File: src/rtl/decode_stage.sv
// Decode stage: holds one fetched instruction, extracts fields and the immediate,
// reads the register file and stalls on load-use hazards against the execute stage.
module decode_stage #(
  parameter int XLEN       = 32,
  parameter int REG_ADDR_W = 5,
  parameter bit BYPASS     = 1'b1
) (
  input  logic                  clk_i,
  input  logic                  reset_i,
  input  logic                  f_valid_i,
  output logic                  f_ready_o,
  input  logic [31:0]           instr_f_i,
  input  logic [XLEN-1:0]       pc_f_i,
  input  logic [XLEN-1:0]       pc_plus_4_f_i,
  input  logic                  flush_i,
  output logic                  d_valid_o,
  input  logic                  d_ready_i,
  output logic [6:0]            op_o,
  output logic [2:0]            funct3_o,
  output logic [6:0]            funct7_o,
  output logic [REG_ADDR_W-1:0] rs1_o,
  output logic [REG_ADDR_W-1:0] rs2_o,
  output logic [REG_ADDR_W-1:0] rd_o,
  output logic [XLEN-1:0]       rd1_o,
  output logic [XLEN-1:0]       rd2_o,
  output logic [XLEN-1:0]       imm_ext_o,
  output logic [XLEN-1:0]       pc_o,
  output logic [XLEN-1:0]       pc_plus_4_o,
  input  logic                  wb_en_i,
  input  logic [REG_ADDR_W-1:0] wb_addr_i,
  input  logic [XLEN-1:0]       wb_data_i,
  input  logic                  ex_load_i,
  input  logic [REG_ADDR_W-1:0] ex_rd_i,
  output logic [15:0]           hazard_cnt_o
);

  localparam int NREG = 2 ** REG_ADDR_W;

  function automatic logic [REG_ADDR_W-1:0] fit_addr(input logic [4:0] field);
    logic [REG_ADDR_W+4:0] wide;
    wide = {{REG_ADDR_W{1'b0}}, field};
    return wide[REG_ADDR_W-1:0];
  endfunction

  function automatic logic [15:0] sat_inc(input logic [15:0] cnt);
    return (cnt == 16'hFFFF) ? cnt : cnt + 16'd1;
  endfunction

  function automatic logic signed [31:0] imm_sel(input logic [31:0] ins);
    logic signed [31:0] imm;
    case (ins[6:0])
      7'b0000011, 7'b0010011, 7'b1100111:
        imm = {{20{ins[31]}}, ins[31:20]};
      7'b0100011:
        imm = {{20{ins[31]}}, ins[31:25], ins[11:7]};
      7'b1100011:
        imm = {{19{ins[31]}}, ins[31], ins[7], ins[30:25], ins[11:8], 1'b0};
      7'b0110111, 7'b0010111:
        imm = {ins[31:12], 12'b0};
      7'b1101111:
        imm = {{11{ins[31]}}, ins[31], ins[19:12], ins[20], ins[30:21], 1'b0};
      default:
        imm = '0;
    endcase
    return imm;
  endfunction

  logic                  vld_p0;
  logic [31:0]           instr_p0;
  logic [XLEN-1:0]       pc_p0;
  logic [XLEN-1:0]       pc_plus_4_p0;
  logic [XLEN-1:0]       regs [NREG];
  logic [15:0]           hazard_cnt;
  logic                  hazard;
  logic [REG_ADDR_W-1:0] rs1;
  logic [REG_ADDR_W-1:0] rs2;
  logic signed [31:0]    imm32;

  // ---- stage p0: decode register ----
  always_ff @(posedge clk_i or posedge reset_i) begin
    if (reset_i) begin
      vld_p0       <= 1'b0;
      instr_p0     <= '0;
      pc_p0        <= '0;
      pc_plus_4_p0 <= '0;
    end else if (flush_i) begin
      vld_p0       <= 1'b0;
      instr_p0     <= '0;
      pc_p0        <= '0;
      pc_plus_4_p0 <= '0;
    end else if (f_ready_o) begin
      vld_p0 <= f_valid_i;
      if (f_valid_i) begin
        instr_p0     <= instr_f_i;
        pc_p0        <= pc_f_i;
        pc_plus_4_p0 <= pc_plus_4_f_i;
      end
    end
  end

  assign rs1 = fit_addr(instr_p0[19:15]);
  assign rs2 = fit_addr(instr_p0[24:20]);

  assign hazard    = vld_p0 && ex_load_i && (ex_rd_i != '0) &&
                     ((ex_rd_i == rs1) || (ex_rd_i == rs2));
  assign d_valid_o = vld_p0 && !hazard;
  assign f_ready_o = !vld_p0 || (d_ready_i && !hazard);

  assign op_o        = instr_p0[6:0];
  assign funct3_o    = instr_p0[14:12];
  assign funct7_o    = instr_p0[31:25];
  assign rs1_o       = rs1;
  assign rs2_o       = rs2;
  assign rd_o        = fit_addr(instr_p0[11:7]);
  assign pc_o        = pc_p0;
  assign pc_plus_4_o = pc_plus_4_p0;

  assign imm32     = imm_sel(instr_p0);
  assign imm_ext_o = XLEN'(imm32);

  // Register file: x0 is hardwired to zero, so writes to it are dropped.
  always_ff @(posedge clk_i or posedge reset_i) begin
    if (reset_i) begin
      for (int i = 0; i < NREG; i++) regs[i] <= '0;
    end else if (wb_en_i && (wb_addr_i != '0)) begin
      regs[wb_addr_i] <= wb_data_i;
    end
  end

  always_comb begin
    rd1_o = '0;
    rd2_o = '0;
    if (rs1 != '0) begin
      if (BYPASS && wb_en_i && (wb_addr_i == rs1)) rd1_o = wb_data_i;
      else                                         rd1_o = regs[rs1];
    end
    if (rs2 != '0) begin
      if (BYPASS && wb_en_i && (wb_addr_i == rs2)) rd2_o = wb_data_i;
      else                                         rd2_o = regs[rs2];
    end
  end

  // Stall counter keeps counting through a flush cycle.
  always_ff @(posedge clk_i or posedge reset_i) begin
    if (reset_i)     hazard_cnt <= '0;
    else if (hazard) hazard_cnt <= sat_inc(hazard_cnt);
  end

  assign hazard_cnt_o = hazard_cnt;

endmodule

File: config.mk
export PLATFORM = sky130hd
export DESIGN_NAME = decode_stage
export DESIGN_NICKNAME = d
export VERILOG_FILES = /design/src/rtl/decode_stage.sv
export SDC_FILE = /design/constraint.sdc
export NUM_CORES = 2
export LEC_CHECK = 0
export BUFFER_PORTS_ARGS = -buffer_cell sky130_fd_sc_hd__buf_2
export CORE_ASPECT_RATIO = 1.4
export CORE_MARGIN = 2
export CORE_UTILIZATION = 45
export DETAILED_ROUTE_END_ITERATION = 16
export GPL_ROUTABILITY_DRIVEN = 0
export RECOVER_POWER = 100
export SLEW_MARGIN = 15
export SYNTH_ARGS = -nofsm -noshare
export SYNTH_HDL_FRONTEND = slang
export SYNTH_SLANG_ARGS = --single-unit
File: constraint.sdc
create_clock -name clk_i -period 50.6 [get_ports clk_i]
set_input_delay 2.53 -clock clk_i [delete_from_list [all_inputs] [get_ports clk_i]]
set_output_delay 2.53 -clock clk_i [all_outputs]
set_load 0.01 [all_outputs]
## Word-level counts from Yosys, hierarchy flattened

Index checks and enable logic that the tools add are counted.

| operators by class | value |
|---|---|
| reduce and logical (&&, ||, !) cells | 23 |
| $add $sub $neg | 1 |
| muxes and demuxes | 25 |
| bitwise gates (word level) | 4 |
| order comparisons | 4 |
| eq/ne operators | 13 |

Operators by type and width:

| kind | count |
|---|---|
| bitwise mux 1024 bit | 1 |
| 2-to-1 mux 32 bit | 18 |
| binary-select mux 32 bit (select 5 bit) | 2 |
| demux 32 bit (select 5 bit) | 1 |
| case mux 32 bit (5 select lines) | 1 |
| == test 7 bit (second input constant) | 3 |
| == test 5 bit | 4 |
| nonzero test 5 bit | 4 |
| greater-or-equal comparator 6 bit (second input constant) | 3 |
| inverter 5 -> 6 bit | 3 |
| adder 16 x 1 -> 16 bit (second input constant) | 1 |
| == test 16 bit (second input constant) | 1 |
| == test 7 x 5 -> 1 bit (second input constant) | 2 |
| == test 7 x 6 -> 1 bit (second input constant) | 2 |
| logical AND 1 bit | 9 |
| == test 7 x 2 -> 1 bit (second input constant) | 1 |
| < comparator 6 x 1 -> 1 bit (second input constant) | 1 |
| AND reduction 2 bit | 2 |
| nonzero test 2 bit | 2 |
| OR reduction 3 bit | 1 |
| logical NOT 1 bit | 2 |
| logical OR 1 bit | 2 |
| 2-to-1 mux 1 bit | 2 |
| OR reduction 2 bit | 1 |
| inverter 1 bit | 1 |

| word-level totals | value |
|---|---|
| bits in registers | 1,137 |
| output and inout port bits | 210 |
| input bits | 145 |
| word-level logic and storage cells | 107 |

## Longest topological paths before layout

| depth | value |
|---|---|
| depth in word-level cells | 8 |
| depth in mapped cells | 10 |
| mapped depth without buffers | 6 |

## Worst setup path before layout

No wires, ideal clock.

| timing path | value |
|---|---|
| path type | input -> output |
| start | in wb_addr_i[2] |
| end | out rd2_o[10] |
| arrival | 4.065 ns |
| buffers on the path | 2 |
| setup slack | 44.005 ns |
| stages | 7 |
| data required time | 48.070 ns |
| cells stage by stage | clkbuf_1 > xor2_1 > nor4_1 > nand3_1 > a21oi_1 > clkbuf_1 > a22o_1 |

| on the way | value |
|---|---|
| cells in the longest elaborated chain, start to end | 4 |

RTL lines:

| element | line | RTL |
|---|---|---|
| start, declared | 30 | `input logic [REG_ADDR_W-1:0] wb_addr_i,` |
| == test 5 bit | 138 | `if (BYPASS && wb_en_i && (wb_addr_i == rs2)) rd2_o = wb_data_i;` |
| logical AND 1 bit | 138 |  |
| 2-to-1 mux 32 bit | 138 |  |
| 2-to-1 mux 32 bit | 137 | `if (rs2 != '0) begin` |
| end, declared | 25 | `output logic [XLEN-1:0] rd2_o,` |

Every way passes these cells.

## Final worst setup path

| timing path | value |
|---|---|
| start | reg instr_p0[20] |
| end | out rd2_o[6] |

| on the way | value |
|---|---|
| cells in the longest elaborated chain, start to end | 6 |
| elaborated cells between the ends (all ways) | 9 |
| classes of those cells | eq/ne: 1; mux: 5; bitwise: 1; reduce/logical: 2 |

RTL lines:

| element | line | RTL |
|---|---|---|
| start, declared | 69 | `logic [31:0] instr_p0;` |
| start signal, assigned | 94 | `instr_p0 <= instr_f_i;` |
| inverter 5 -> 6 bit (not written as such) | 139 | `else rd2_o = regs[rs2];` |
| binary-select mux 32 bit (select 5 bit) | 139 |  |
| 2-to-1 mux 32 bit (not written as such) (2 in a row) | 139 |  |
| 2-to-1 mux 32 bit | 138 |  |
| 2-to-1 mux 32 bit * | 137 |  |

Every way passes the cells marked *; elsewhere a longest branch is shown, timed or not. The select of a mux whose other input is x is not followed.

==> impl_metrics.yaml <==
critical_path:
  arrival_ns: 18.77
  cp-start-kind: "flop"
  r2r_setup_slack_ns: 36.35
  end_kind: "primary output"
  worstSetupPathType: "flop to primary output"
  ff2ff_path_depth: 9
  r2r_start: "instr_p0[21]"
  critPathMaxFanout: 99
  reg2reg_to: "instr_p0[17]"
  worstPathRequired_ns: 48.07
routing:
  firstDrtPassIters: 7
  drtAntennaViolNets: 0
  drtIter0Drc: 3678
  vias: 40700
  routedWlPerCell_um: 34.4
  wl_um: 214000
  drc: 0
  vias_per_cell: 6.56
clock_network:
  clock_path_buffers: 3
  ctsResizeCount: 0
  hold_buffers: 0
  clockRootBuffer: "clkbuf_16"
  clk_pin_slew_ns: 0.06
  cts_tree: "done"
  cts_sinks: 1137
  post_cts_buffers: 0
  cts_buffers: 117
  cts_max_level: 3
  worstSkewPairLatency_ns: 0.74
floorplan:
  coreArea_mm2: 0.133
  ios: 355
  die-area_mm2: 0.137
  die_w_um: 313
  chipHeight_um: 437
  initial_utilization_pct: 45.5
  rows: 158
sta:
  setup-tns-final_ns: 0
  fin_crit_ns: 21.30
  max_freq_mhz: 47.0
  worst_pin_slew_ns: 8.60
  finalSetupViolations: 0
  slew_viol_final: 3016
  hold_violations: 0
  slew_headroom_pct: -473
  rsz0062_at_grt: "no"
  finalCritPeriodShare_pct: 42.1
  final.setup_skew_ns: 0.0241
global_routing:
  antenna_found_initial: 29
  first_global_vias: 41800
  grt_overflow: 0
  grt.total_usage_pct: 31.1
  grt_pass1_wl_um: 307000
  grt_max_degree: 106
synthesis:
  netlist_instances: 4238
  syn_area_mm2: 0.0603
  netlist_top_cells_area: "dfrtp_1 (47%), mux2_2 (19%), mux4_2 (16%)"
  yosysWarningCount: 0
  synth_flop_cell: "dfrtp_1"
  synth-edff-count: 0
  synth.top_cell.area_share_pct: 47.2
  ys_async_sr_fraction_pct: 100
  yosysSeqAreaShare_pct: 47.2
  syn_avg_cell_area_um2: 14.2
  ys_types: 65
  synth_nets: 4384
  synth_top_cell_by_area: "dfrtp_1"
  synth_seq_cells: 1137
pwr:
  power_w: 0.00266
  p_leak_nw: 28.1
  ir_worst_vdd_uv: 30.5
  powerDensity_mw_per_mm2: 39.9
finish:
  nets: 4486
  fillerInstances: 11600
  drive_gt1_share_pct: 42.0
  multi_input_area_mm2: 0.0298
  synthToLayoutAreaGrowth_pct: 10.6
  seqCellArea_mm2: 0.0285
outcome:
  violations: "capacitance limit, slew limit"
  status: "complete, but fails checks"
hold_path:
  worstHoldStart: "regs[1019]"
  hold_path_depth: 0
  hp-class: "flop to flop"
  min_to: "regs[1019]"
place:
  hpwl_um: 124000
  portBuffers: 354
flow_run:
  cap_violations: 77
[worst max-delay path, cell delays in order (launching register included)]
cell      delay, ns
dfrtp_1        1.52
clkbuf_1       5.53
clkbuf_1       6.54
xor2_1         0.21
nor4_1         0.51
nand3_1        0.12
clkbuf_1       0.73
nand2_1        0.23
clkbuf_1       1.67
a211oi_1       0.14
a22o_1         0.35
clkbuf_1       0.16
[sequential cells by signal, indices dropped and copies added (netlist names)]
register      count
hazard_cnt_o     16
vld_p0            1
instr_p0         32
pc_o             32
regs           1024
pc_plus_4_o      32
[worst max path at each step]
stage / to / cells past startpoint / from
after floorplan: hazard_cnt_o[0] / 1 / reset_i
after global placement: rd1_o[16] / 8 / wb_addr_i[3]
after detailed placement: rd1_o[16] / 8 / wb_addr_i[3]
after CTS: rd2_o[30] / 8 / instr_p0[20]
after global routing: rd2_o[13] / 11 / instr_p0[20]
final: rd2_o[6] / 11 / instr_p0[20]
[synthesized netlist by cell type, types with 9 or more instances]
cell type / number
and2_1: 14
a221o_1: 33
a221oi_1: 56
and3_1: 14
mux4_2: 430
a211oi_1: 35
a22oi_1: 73
a21oi_1: 47
buf_2: 86
a21o_1: 19
a22o_1: 27
nand3_1: 58
buf_4: 33
o22ai_1: 24
o211ai_1: 20
o221a_2: 9
nor3_1: 18
buf_1: 59
dfrtp_1: 1137
mux2_2: 993
xnor2_1: 27
o21ai_0: 77
buf_6: 19
clkbuf_1: 264
nor2_1: 160
mux2i_1: 333
nand2_1: 67
[report_power, final]
group | internal [W] | switching (W)
clock | 0.000547 | 0.000381
sequential | 0.00107 | 0.000123
combinational | 0.000298 | 0.000240
total | 0.00192 | 0.000744
[placed cells by master (no fill, tap or decap), types with 26 or more instances in the layout]
| cell | Yosys | layout |
|---|---|---|
| xnor2_1 | 27 | 27 |
| clkbuf_8 | 0 | 26 |
| buf_4 | 33 | 33 |
| a211oi_1 | 35 | 35 |
| mux2_2 | 993 | 992 |
| mux4_2 | 430 | 430 |
| clkbuf_16 | 0 | 120 |
| a21oi_1 | 47 | 46 |
| mux2i_1 | 333 | 333 |
| o21ai_0 | 77 | 77 |
| buf_2 | 86 | 172 |
| clkbuf_1 | 264 | 270 |
| dfrtp_1 | 1137 | 1136 |
| a221oi_1 | 56 | 56 |
| nand3_1 | 58 | 57 |
| nand2_1 | 67 | 62 |
| a22o_1 | 27 | 27 |
| a22oi_1 | 73 | 73 |
| nor2_1 | 160 | 143 |
| a221o_1 | 33 | 33 |
[metrics by stage]
stage          utilization (%)  cell area, um2  hold WS [ns]  instances  worst slack, ns
2_1_floorplan                -           60300         0.441       4238            16.05
3_3_place_gp              47.6           63200         0.376       5981            42.86
3_5_place_dp              47.6           63200         0.384       5981            42.87
4_1_cts                   50.7           67300         0.398       6194            42.85
5_1_grt                   50.3           66700         0.410       6206            27.41
6_report                  50.3           66700         0.396       6206            29.30
[metal layers]
layer,global-route usage [%],wire [um]
met1,39.1,81800
met3,5.15,15200
met2,51.4,105000
met5,0,55
met4,16.6,12100
[kinds of logic after synthesis]
group	after synthesis	synth area share, %
simple gates	376	2.88
flops	1137	47.2
buf+inv	476	3.71
compound gates	457	5.55
xor+xnor	35	0.508
mux	1756	40.1
fa+ha+maj	1	0.0207
[final cells by class]
type / instances / share of cell area [%]
Antenna cell: 12 / 0.0450
Clock buffer: 173 / 5.19
Clock inverter: 40 / 0.922
Inverter: 8 / 0.0526
Multi-Input combinational cell: 2625 / 44.7
Sequential cell: 1137 / 42.7
Tap cell: 1760 / 3.30
Timing Repair Buffer: 451 / 3.12
No activity file was read; power rests on OpenSTA's default activity.
